`src/rtl/alu_mul_sequencer.sv`:
```
// Valid/ready sequencer that runs AND/OR/ADD/SUB in one ALU pass and an unsigned
// 32x32->64 multiply as 32 shift-add iterations through the same ALU adder.

module alu1 #(
    parameter int WIDTH = 32
) (
    input  logic [WIDTH-1:0] i_a,
    input  logic [WIDTH-1:0] i_b,
    input  logic [1:0]       i_operation,
    input  logic             i_bivert,
    input  logic             i_cin,
    output logic [WIDTH-1:0] o_result,
    output logic             o_cout
);
    logic [WIDTH-1:0] w_b;
    logic [WIDTH:0]   w_sum;

    assign w_b   = i_bivert ? ~i_b : i_b;
    assign w_sum = {1'b0, i_a} + {1'b0, w_b} + {{WIDTH{1'b0}}, i_cin};

    always_comb begin
        o_result = '0;
        o_cout   = 1'b0;
        case (i_operation)
            2'b00: o_result = i_a & w_b;
            2'b01: o_result = i_a | w_b;
            2'b10: begin
                o_result = w_sum[WIDTH-1:0];
                o_cout   = w_sum[WIDTH];
            end
            default: o_result = '0;
        endcase
    end
endmodule

module alu_mul_sequencer #(
    parameter int WIDTH = 32,
    parameter int CNT_W = 6
) (
    input  logic             clk,
    input  logic             rst,
    input  logic             req_valid,
    output logic             req_ready,
    input  logic [2:0]       req_op,
    input  logic [WIDTH-1:0] req_a,
    input  logic [WIDTH-1:0] req_b,
    output logic             rsp_valid,
    input  logic             rsp_ready,
    output logic [WIDTH-1:0] rsp_result,
    output logic [WIDTH-1:0] rsp_hi,
    output logic             rsp_cout,
    output logic             rsp_err,
    output logic             busy
);
    typedef enum logic [1:0] {S_IDLE, S_EXEC, S_MUL, S_DONE} state_t;

    localparam logic [CNT_W-1:0] LAST_ITER = CNT_W'(WIDTH - 1);

    state_t           r_state;
    logic [2:0]       r_op;
    logic [WIDTH-1:0] r_a;
    logic [WIDTH-1:0] r_b;
    logic [WIDTH-1:0] r_acc_hi;
    logic [WIDTH-1:0] r_lo;
    logic [CNT_W-1:0] r_cnt;
    logic             r_rsp_valid;
    logic [WIDTH-1:0] r_rsp_result;
    logic [WIDTH-1:0] r_rsp_hi;
    logic             r_rsp_cout;
    logic             r_rsp_err;

    logic [WIDTH-1:0] w_alu_a;
    logic [WIDTH-1:0] w_alu_b;
    logic [1:0]       w_alu_op;
    logic             w_alu_bivert;
    logic             w_alu_cin;
    logic [WIDTH-1:0] w_alu_result;
    logic             w_alu_cout;
    logic [WIDTH-1:0] w_step_s;
    logic             w_step_c;
    logic [WIDTH-1:0] w_next_hi;
    logic [WIDTH-1:0] w_next_lo;

    // In MUL the ALU adds the multiplicand (held in r_a) onto the running high word.
    always_comb begin
        w_alu_a      = r_a;
        w_alu_b      = r_b;
        w_alu_op     = 2'b10;
        w_alu_bivert = 1'b0;
        w_alu_cin    = 1'b0;
        if (r_state == S_MUL) begin
            w_alu_a = r_acc_hi;
            w_alu_b = r_a;
        end else begin
            case (r_op)
                3'b000:  w_alu_op = 2'b00;
                3'b001:  w_alu_op = 2'b01;
                3'b011: begin
                    w_alu_bivert = 1'b1;
                    w_alu_cin    = 1'b1;
                end
                default: w_alu_op = 2'b10;
            endcase
        end
    end

    alu1 #(.WIDTH(WIDTH)) u_alu1 (
        .i_a         (w_alu_a),
        .i_b         (w_alu_b),
        .i_operation (w_alu_op),
        .i_bivert    (w_alu_bivert),
        .i_cin       (w_alu_cin),
        .o_result    (w_alu_result),
        .o_cout      (w_alu_cout)
    );

    assign w_step_s  = r_lo[0] ? w_alu_result : r_acc_hi;
    assign w_step_c  = r_lo[0] & w_alu_cout;
    assign w_next_hi = {w_step_c, w_step_s[WIDTH-1:1]};
    assign w_next_lo = {w_step_s[0], r_lo[WIDTH-1:1]};

    always_ff @(posedge clk or posedge rst) begin
        if (rst) begin
            r_state      <= S_IDLE;
            r_op         <= '0;
            r_a          <= '0;
            r_b          <= '0;
            r_acc_hi     <= '0;
            r_lo         <= '0;
            r_cnt        <= '0;
            r_rsp_valid  <= 1'b0;
            r_rsp_result <= '0;
            r_rsp_hi     <= '0;
            r_rsp_cout   <= 1'b0;
            r_rsp_err    <= 1'b0;
        end else begin
            case (r_state)
                S_IDLE: begin
                    if (req_valid) begin
                        r_op     <= req_op;
                        r_a      <= req_a;
                        r_b      <= req_b;
                        r_acc_hi <= '0;
                        r_lo     <= req_b;
                        r_cnt    <= '0;
                        if (req_op <= 3'b011) begin
                            r_state <= S_EXEC;
                        end else if (req_op == 3'b100) begin
                            r_state <= S_MUL;
                        end else begin
                            r_rsp_result <= '0;
                            r_rsp_hi     <= '0;
                            r_rsp_cout   <= 1'b0;
                            r_rsp_err    <= 1'b1;
                            r_rsp_valid  <= 1'b1;
                            r_state      <= S_DONE;
                        end
                    end
                end
                S_EXEC: begin
                    r_rsp_result <= w_alu_result;
                    r_rsp_cout   <= r_op[1] & w_alu_cout;
                    r_rsp_hi     <= '0;
                    r_rsp_err    <= 1'b0;
                    r_rsp_valid  <= 1'b1;
                    r_state      <= S_DONE;
                end
                S_MUL: begin
                    r_acc_hi <= w_next_hi;
                    r_lo     <= w_next_lo;
                    r_cnt    <= r_cnt + CNT_W'(1);
                    if (r_cnt == LAST_ITER) begin
                        r_rsp_hi     <= w_next_hi;
                        r_rsp_result <= w_next_lo;
                        r_rsp_cout   <= 1'b0;
                        r_rsp_err    <= 1'b0;
                        r_rsp_valid  <= 1'b1;
                        r_state      <= S_DONE;
                    end
                end
                S_DONE: begin
                    if (rsp_ready) begin
                        r_rsp_valid <= 1'b0;
                        r_state     <= S_IDLE;
                    end
                end
                default: r_state <= S_IDLE;
            endcase
        end
    end

    assign req_ready  = (r_state == S_IDLE);
    assign busy       = (r_state != S_IDLE);
    assign rsp_valid  = r_rsp_valid;
    assign rsp_result = r_rsp_result;
    assign rsp_hi     = r_rsp_hi;
    assign rsp_cout   = r_rsp_cout;
    assign rsp_err    = r_rsp_err;
endmodule

```
`config.mk`:
```
export PLATFORM = sky130hd
export DESIGN_NAME = alu_mul_sequencer
export DESIGN_NICKNAME = d
export VERILOG_FILES = /design/src/rtl/alu_mul_sequencer.sv
export SDC_FILE = /design/constraint.sdc
export NUM_CORES = 1
export LEC_CHECK = 0
export ABC_AREA = 1
export BUFFER_PORTS_ARGS = -buffer_cell sky130_fd_sc_hd__buf_2
export CAP_MARGIN = 20
export CORE_MARGIN = 2
export CORE_UTILIZATION = 30
export DETAILED_ROUTE_END_ITERATION = 10
export PLACE_DENSITY = 0.54
export SLEW_MARGIN = 0
export SYNTH_ARGS = -nofsm -noshare
export SYNTH_HDL_FRONTEND = slang
export SYNTH_SLANG_ARGS = --single-unit
```
`constraint.sdc`:
```
create_clock -name clk -period 11.15 [get_ports clk]
set_input_delay 3.345 -clock clk [delete_from_list [all_inputs] [get_ports clk]]
set_output_delay 3.345 -clock clk [all_outputs]
set_load 0.05 [all_outputs]
```
==> run summary, run 1 <==
Status: completed
Critical path peak fanout: 24
Via count: 12700
Synth-to-Final Area Change: 15.2%
F_max: 189 MHz
Share of layout cells above drive strength 1: 12.5%
Path depth of the worst reg2reg path: 19
Ys async rst share: 100%
Starting density of the core: 30.4%
Complex-gate fraction of the synthesized area: 17.7%
CTS root buffer: clkbuf_16
Min-Delay Endpoint: rsp_hi[26]
Largest family of logic cells by synthesized area: simple AND/OR/NAND/NOR gates
Row cnt: 76
Clock buffer count from CTS: 24
Mux cell area share after synthesis: 0%
Post-DP Area: 14300 µm²
Period Utilization, post-route: 47.5%
XOR/XNOR Fraction of Synth Area: 0.868%
GRT met3 Usage: 3.04%
Worst r2r dst: rsp_result[24]
Final hold vios: 0
Setup_tns: 0 ns
Worst R2R Start: r_state[0]
Initial DRT Pass Iterations: 7
Worst slew pin tran: 1.04 ns
Number of buffers inserted by hold repair at cts: 0
Chip Height: 213 µm
RSZ-0062 raised after global routing: false
Place WS: 5.38 ns
Max clock buf depth: 3
Htree depth: 1
Post-Layout Inst Area: 15100 µm²
WP depth: 11
Post-CTS Setup Repair Bufs: 0
Post-Syn Area: 13100 µm²
DP HPWL: 40000 µm
Largest net degree at the start of global routing: 133
Vias in the first global route: 12300
DR WL/cell: 20.3 µm
Port-buffer cells: 139
Primary FF master, synth: dfrtp_1
CP Class: in -> reg
DRC: 0
Final max-slew violation count: 0
Fin nets: 2081
Post-synth EDFFs: 0
Worst skew pair latency: 0.54 ns
Post-Route Utilization: 35.1%
Placer Congestion: 1.01
Core footprint: 43100 µm²
Worst hold stages: 2
Gates resized, CTS repair: 0
Antenna Violating Nets Remaining: 0
GR peak layer: met2
Flop-to-flop setup slack: 6.26 ns
Worst setup margin: 5.85 ns
Crit path buf inv count: 4
Die width: 213 µm
Fillers: 4620
Syn nets: 1990
Initial antenna violation count: 0
Startpoint types: input pin
CP arrival: 5.77 ns
CTS Sinks: 206
Final worst clock skew: 0.00812 ns
Initial drt markers: 1207
Post-synthesis sequential area ratio: 39.3%
Maxcap violations: 0
Cell variety after synth: 40
WL final: 51700 µm
Hold Path Class: reg -> reg
Total die area: 45400 µm²
HP Start: rsp_hi[26]
Synthesis-stage register bit count: 206
Cells after synthesis: 1847
Critical Path End Type: flip-flop
Met2 Resource Use GR: 37.6%
First-pass GRT wire length: 76800 µm
CTS tree: yes
Drt via density: 4.98
Mean Syn Cell Area: 7.10 µm²
CP Cell Sequence: buf_2 -> nand2_1 -> inv_1 -> nand2_1 -> o21ai_0 -> nor3_1 -> inv_1 -> nor2_4 -> nand2_1 -> clkinv_1 -> a22o_1
Adder-Cell Fraction of Synth Area: 6.93%
Total grt overflow: 0
Top Ports: 140
Crit-path leading delay family: simple AND/OR/NAND/NOR gates
GR Layer Usage met1: 29.3%
Worst path slowest cell: nand2_1
Reg clk slew, reported paths: 0.06 ns
Min cycle time layout: 5.30 ns
Simple-Gate Fraction of Synth Area: 25.9%
Max_slew headroom: 30.4%
Total Routing Usage GR: 22.9%
Max incr delay on CP: 0.64 ns
Most frequent CP cell: nand2_1
Yosys warnings: 0
Finish-stage setup viols: 0
Crit path required time: 11.62 ns
[kinds of logic (layout without fill, tap and decap cells)]
logic type,after synthesis,in the layout
XOR/XNOR,13,13
other,0,1
AND/OR/NAND/NOR,826,826
adder cells (fa/ha/maj),72,72
AO/OA/AOI/OAI,414,414
buffers and inverters,316,425
flip-flops,206,206
[cells in the mapped netlist (4+ instances only)]
cell type	count	area, µm²
nand2_1	558	2090
inv_1	221	830
dfrtp_1	206	5150
o21ai_0	201	1010
nor2_1	125	469
nand3_1	90	450
ha_1	71	888
a21oi_1	69	345
clkbuf_1	60	225
a31oi_1	31	194
o21ai_1	30	150
a21boi_0	19	143
o22ai_1	18	113
buf_2	16	80.1
nor3_1	14	70.1
o211ai_1	13	97.6
nand2_2	12	75.1
o21ai_2	12	105
xnor2_1	10	87.6
nand4_1	9	56.3
buf_1	8	30.0
inv_2	6	22.5
o21a_1	6	45.0
a21boi_1	5	37.5
nand3_2	5	50.1
or2_2	4	25.0
[sequential cells by signal (all words and copies together) (netlist names), 3 cells and up]
name        flops
r_a            32
r_acc_hi       32
r_b            32
r_lo           32
rsp_hi         32
rsp_result     32
r_cnt           6
r_op            3
[final cells by class]
class                   count  area [µm²]  area share, %
diodes                      1        2.50         0.0166
clock buffers              35         702           4.65
clock inverters             9        90.1          0.596
inverters                 229         867           5.74
multi-input cells        1325        6750           44.7
flip-flops and latches    206        5150           34.1
well taps                 585         732           4.84
repair buffers            152         813           5.38
[worst max path at each step]
stage	from	endpoint	slack, ns
after floorplan	rst	r_a[0]	2.18
after global placement	req_op[2]	rsp_result[3]	5.37
after detailed placement	req_op[2]	rsp_result[3]	5.38
after CTS	r_state[0]	busy	5.86
after global routing	req_op[2]	rsp_result[25]	5.63
final	req_op[2]	rsp_result[3]	5.85
[stage by stage]
stage               instances  hold slack [ns]
CTS                      2540            0.481
detailed placement       2496            0.464
finish                   2542            0.478
floorplan                1847            0.444
global route             2541            0.507
global placement         2496            0.463
[layout by cell type (no fill, tap or decap), types with 13 or more instances in the layout]
cell type and count:
o22ai_1 18, nor3_1 14, nor2_1 125, a31oi_1 31, nand3_1 90, a21oi_1 69
clkbuf_16 24, a21boi_0 19, o211ai_1 13, o21ai_0 201, inv_1 219, buf_2 139
o21ai_1 29, nand2_1 558, dfrtp_1 206, ha_1 69
[routing by layer]
metal	vias to the layer above	part of all wire [%]
met5	-	0
met4	0	5.6
met3	89	4.9
met2	383	46
met1	6051	43
li1	6146	-
[worst register-to-register path, stage by stage (launching register included)]
cell	delay, ns
dfrtp_1	0.43
inv_1	0.13
ha_2	0.45
nor3_2	0.09
buf_4	0.22
inv_2	0.64
nand2_1	0.15
o21ai_2	0.12
inv_1	0.11
fa_1	0.48
o21ai_2	0.31
inv_1	0.08
o21bai_1	0.33
nand4_1	0.21
nand3_1	0.12
nand2_1	0.05
nand3_1	0.11
nand2_1	0.15
a21boi_0	0.42
o21ai_0	0.14
Power of run 1 is left out: the tool's default activity adds up to more than one toggle a clock period on the data nets, which glitch-free logic cannot reach.
==> run 2, diff against run 1 <==
- ABC_AREA: 1 -> 0
- PLACE_DENSITY: 0.54 -> 0.56
- clock period: 11.15 -> 4.4 ns (I/O delays scaled with it)
==> run 2 against run 1 <==
Against the previous run:
- via count decreased by 11%
- synthesized area is 1.2% higher
- final cell count fell by 13%
- register-to-register slack got worse by 6.0 ns
- core utilization increased by 0.72 points
- synthesized cell count down 20%
- worst hold slack lost 0.0084 ns
- die area is 1.2% higher
- design area grew 4.1%
- count of clock-buffer cells in the layout rose by 2
- non-clock buffer count rose by 33
- clock skew grew 0.0059 ns
- highest routed layer is now met5
==> run summary, run 2 <==
DRC: 0
F_max: 243 MHz
Critical path peak fanout: 14
RSZ-0062 raised after global routing: false
Largest net degree at the start of global routing: 64
Worst setup margin: 0.282 ns
Row cnt: 77
Antenna Violating Nets Remaining: 0
Synth top cells by count: 206 x dfrtp_1, 193 x nand2_1, 164 x o21ai_0, 100 x mux2_2, 80 x nor2_1
Post-synthesis sequential area ratio: 38.8%
DR WL/cell: 19.5 µm
CTS Sinks: 206
Worst skew pair latency: 0.55 ns
Core footprint: 43900 µm²
Clock buffer count from CTS: 25
Critical Path End Type: flip-flop
Reg clk slew, reported paths: 0.06 ns
Mean Syn Cell Area: 8.98 µm²
Worst slew pin tran: 1.06 ns
Port-buffer cells: 139
Syn nets: 1620
Synth-to-Final Area Change: 18.5%
Htree depth: 1
Final hold vios: 0
Leading area contributor after synthesis: dfrtp_1
Post-synth EDFFs: 0
CP Class: reg -> reg
Fin nets: 1732
Cells after synthesis: 1477
CTS root buffer: clkbuf_16
Top-count cell post-synth: dfrtp_1
Max_slew headroom: 29.3%
Crit path required time: 4.82 ns
Status: completed
Vias in the first global route: 11400
DP HPWL: 31100 µm
Ys async rst share: 100%
Via count: 11300
Min cycle time layout: 4.12 ns
Starting density of the core: 30.2%
Placer Congestion: 0.899
CTS tree: yes
Chip Height: 214 µm
Hold Path Class: reg -> reg
Yosys warnings: 0
Share of layout cells above drive strength 1: 22.8%
Total die area: 45900 µm²
Period Utilization, post-route: 93.6%
Final worst clock skew: 0.0140 ns
Number of buffers inserted by hold repair at cts: 0
Initial drt markers: 738
First-pass GRT wire length: 67700 µm
WL final: 43000 µm
Most frequent cells in the layout: 205 x dfrtp_1, 192 x nand2_1, 163 x o21ai_0
Final max-slew violation count: 0
Initial DRT Pass Iterations: 8
Synthesis-stage register bit count: 206
Primary FF master, synth: dfrtp_1
Yosys top cell area share: 38.8%
Die width: 214 µm
Post-Syn Area: 13300 µm²
Drt via density: 5.14
Total grt overflow: 0
Cell variety after synth: 75
Total Routing Usage GR: 18.6%
Finish-stage setup viols: 0
Synth top area cells: dfrtp_1 39%, mux2_2 8.5%, ha_1 6.7%
Most common cell after layout, fill and taps aside: dfrtp_1
CP arrival: 4.53 ns
Top Ports: 140
Max clock buf depth: 3
Maxcap violations: 0
Startpoint types: flip-flop
Initial antenna violation count: 1
Place WS: -0.0416 ns
## run 2: changes by cell type after synthesis, moves of 30 or more
cell / previous run / this run
nand3_1: 90 / 32
o21ai_1: 30 / 0
xor2_1: 3 / 38
mux2i_1: 0 / 49
nand2_1: 558 / 193
nor2_1: 125 / 80
o21ai_0: 201 / 164
mux2_2: 0 / 100
inv_1: 221 / 79
## run 2: per-stage QoR
| step | cells | area (µm²) | hold slack (ns) | util [%] | setup TNS (ns) |
|---|---|---|---|---|---|
| after detailed placement | 2153 | 14800 | 0.463 | 33.7 | -0.0531 |
| after floorplan | 1477 | 13300 | 0.442 | - | 0 |
| after CTS | 2199 | 15700 | 0.476 | 35.7 | 0 |
| after global routing | 2200 | 15700 | 0.504 | 35.8 | 0 |
| after global placement | 2153 | 14800 | 0.459 | 33.7 | 0 |
| final | 2201 | 15700 | 0.469 | 35.8 | 0 |
## run 2: kinds of logic after synthesis
| kind of cell | share of synthesized area, % |
|---|---|
| AOI/OAI and AO/OA | 20.1 |
| xor gates and xnor gates | 3.17 |
| adders and majority gates | 6.85 |
| buffers and inverters | 5.14 |
| DFF | 38.8 |
| muxes | 12.2 |
| and+or+nand+nor | 13.7 |
## run 2: worst max-delay path, cell delays in order (launching register included)
cell and delay, ns:
dfrtp_1 0.43, inv_1 0.20, ha_4 0.33, buf_4 0.34, mux2_2 0.39, ha_1 0.42
a21oi_1 0.21, o21ai_0 0.21, or3_1 0.39, a21oi_1 0.17, o31ai_1 0.08, or3b_1 0.44
a31oi_1 0.23, o21ai_0 0.12
## run 2: worst paths after layout
kind                             from            to  slack, ns  depth (start not counted)
min in group asynchronous         rst     rsp_hi[3]       0.98                          2
setup reg to reg           r_state[0]  r_acc_hi[26]       0.28                         13
setup / recovery           r_state[0]  r_acc_hi[26]       0.28                         13
hold reg to reg             rsp_hi[1]     rsp_hi[1]       0.47                          2
max in group asynchronous         rst       r_op[0]       2.59                          3
hold / removal              rsp_hi[1]     rsp_hi[1]       0.47                          2
## run 2: final cells by class
cell class | instances | area [µm²]
well taps | 592 | 741
fillers | 4604 | 28200
clock inverters | 9 | 110
inverters | 79 | 300
flip-flops and latches | 206 | 5160
diodes | 1 | 2.50
multi-input cells | 1092 | 7500
clock buffers | 37 | 771
repair buffers | 185 | 1140
## run 2: repair_timing
action | CTS | global route
buffers inserted | 0 | 1
endpoints found under the hold margin | 0 | 0
gates resized for setup | 1 | 3
setup endpoints to repair | 3 | 10
## run 2: metal layers
layer	share of wire, %	up-vias	track usage [%]
li1	-	5465	-
met1	48	5513	26.3
met2	44	292	29.2
met3	6.0	45	3.66
met4	1.7	2	4.05
met5	0.030	-	0
Power of run 2 is left out for the same reason.
==> run 3, diff against run 2 <==
- CORE_ASPECT_RATIO: not set -> 0.5
- HOLD_SLACK_MARGIN: not set -> 0.06
==> run 3 against run 2 <==
Against the previous run:
- worst setup slack better by 0.027 ns
- die area rose by 0.22%
- count of clock-buffer cells in the layout shrank 7
- core utilization is 0.29 points lower
- sequential cell count unchanged
- highest routed layer unchanged
- sequential share of layout area rose by 0.53 points
- largest cell class unchanged
- first-iteration DRC count increased by 20%
- final cell count fell by 0.86%
==> run summary, run 3 (synthesis results as in run 2) <==
Via count: 11400
Critical Path End Type: flip-flop
CP arrival: 4.50 ns
CTS Sinks: 206
Critical path peak fanout: 14
WL final: 41300 µm
Worst slew pin tran: 0.883 ns
Fillers: 4479
Chip Height: 153 µm
Gates resized, CTS repair: 0
Hold Path Class: reg -> reg
Row cnt: 54
F_max: 244 MHz
Placer Congestion: 0.889
Total Routing Usage GR: 17.8%
Starting density of the core: 30.4%
Vias in the first global route: 10900
Fin nets: 1724
CTS root buffer: clkbuf_16
Initial antenna violation count: 3
Crit path required time: 4.81 ns
Initial drt markers: 886
Most common cell after layout, fill and taps aside: dfrtp_1
Max clock buf depth: 3
Htree depth: 1
Top Ports: 140
Total die area: 46000 µm²
DRC: 0
Total grt overflow: 0
Max_slew headroom: 40.9%
Multi-input logic area: 7490 µm²
Setup_tns: 0 ns
Post-CTS Setup Repair Bufs: 0
Antenna Violating Nets Remaining: 0
Port-buffer cells: 139
Initial DRT Pass Iterations: 5
Number of buffers inserted by hold repair at cts: 0
Largest net degree at the start of global routing: 92
Final hold vios: 0
Min cycle time layout: 4.09 ns
Startpoint types: flip-flop
CTS tree: yes
Die width: 301 µm
Worst skew pair latency: 0.53 ns
Clock buffer count from CTS: 23
Reg clk slew, reported paths: 0.06 ns
CP Class: reg -> reg
DR WL/cell: 18.9 µm
DP HPWL: 30600 µm
Share of layout cells above drive strength 1: 22.2%
# diodes: 0
Final worst clock skew: 0.0127 ns
Maxcap violations: 0
Period Utilization, post-route: 93.0%
Core footprint: 43600 µm²
Drt via density: 5.21
Status: completed
Final max-slew violation count: 0
RSZ-0062 raised after global routing: false
FF+latch area: 5160 µm²
Synth-to-Final Area Change: 16.6%
Most frequent cells in the layout: 205 x dfrtp_1, 192 x nand2_1, 163 x o21ai_0
First-pass GRT wire length: 65000 µm
Finish-stage setup viols: 0
[run 3: cell types whose count changed in the layout (fill, tap and decap cells not counted), sizes merged]
cell / previous run / this run
bufinv: 2 / 0
clkinv: 5 / 7
diode: 1 / 0
inv: 80 / 78
buf: 185 / 179
clkbuf: 37 / 30
clkinvlp: 1 / 2
[run 3: cell type report]
class / instances / share of cell area (%)
Inverter: 79 / 1.94
Tap cell: 588 / 4.75
Clock inverter: 8 / 0.323
Multi-Input combinational cell: 1092 / 48.4
Clock buffer: 30 / 4.21
Timing Repair Buffer: 179 / 7.00
Sequential cell: 206 / 33.3
[run 3: through the flow]
stage	instance area (µm²)	setup slack (ns)	hold WS (ns)	util [%]	std cells
finish	15500	0.309	0.471	35.5	2182
global route	15500	0.0461	0.490	35.5	2182
CTS	15500	0.224	0.482	35.5	2182
detailed placement	14800	0.233	0.469	33.9	2144
global placement	14800	0.336	0.458	33.9	2144
floorplan	13300	0.408	0.442	-	1477
[run 3: critical path: stages, from the launching register on]
cell and delay (ns):
dfrtp_1 0.43, inv_1 0.16, ha_2 0.36, buf_4 0.30, mux2_2 0.38, ha_1 0.38, nand2_1 0.14, or3_1 0.45
nor2_1 0.19, o2111ai_1 0.21, and4b_1 0.32, o21bai_1 0.19, a31oi_1 0.18, o41ai_1 0.28
[run 3: routing by layer]
| metal | GRT usage (%) | share of wire, % |
|---|---|---|
| met4 | 3.77 | 2.1 |
| met1 | 25.8 | 49 |
| met5 | 0 | 0.11 |
| met3 | 3.19 | 5.1 |
| met2 | 27.5 | 44 |
[run 3: final timing paths]
| check | end | slack (ns) | cells past startpoint | start |
|---|---|---|---|---|
| max in group asynchronous | rsp_result[21] | 2.92 | 3 | rst |
| min in group asynchronous | rsp_result[0] | 0.72 | 2 | rst |
| hold / removal | rsp_hi[1] | 0.47 | 2 | rsp_hi[1] |
| hold reg to reg | rsp_hi[1] | 0.47 | 2 | rsp_hi[1] |
| setup reg to reg | rsp_hi[31] | 0.31 | 13 | r_state[0] |
| setup / recovery | rsp_hi[31] | 0.31 | 13 | r_state[0] |
Power of run 3 is left out for the same reason.
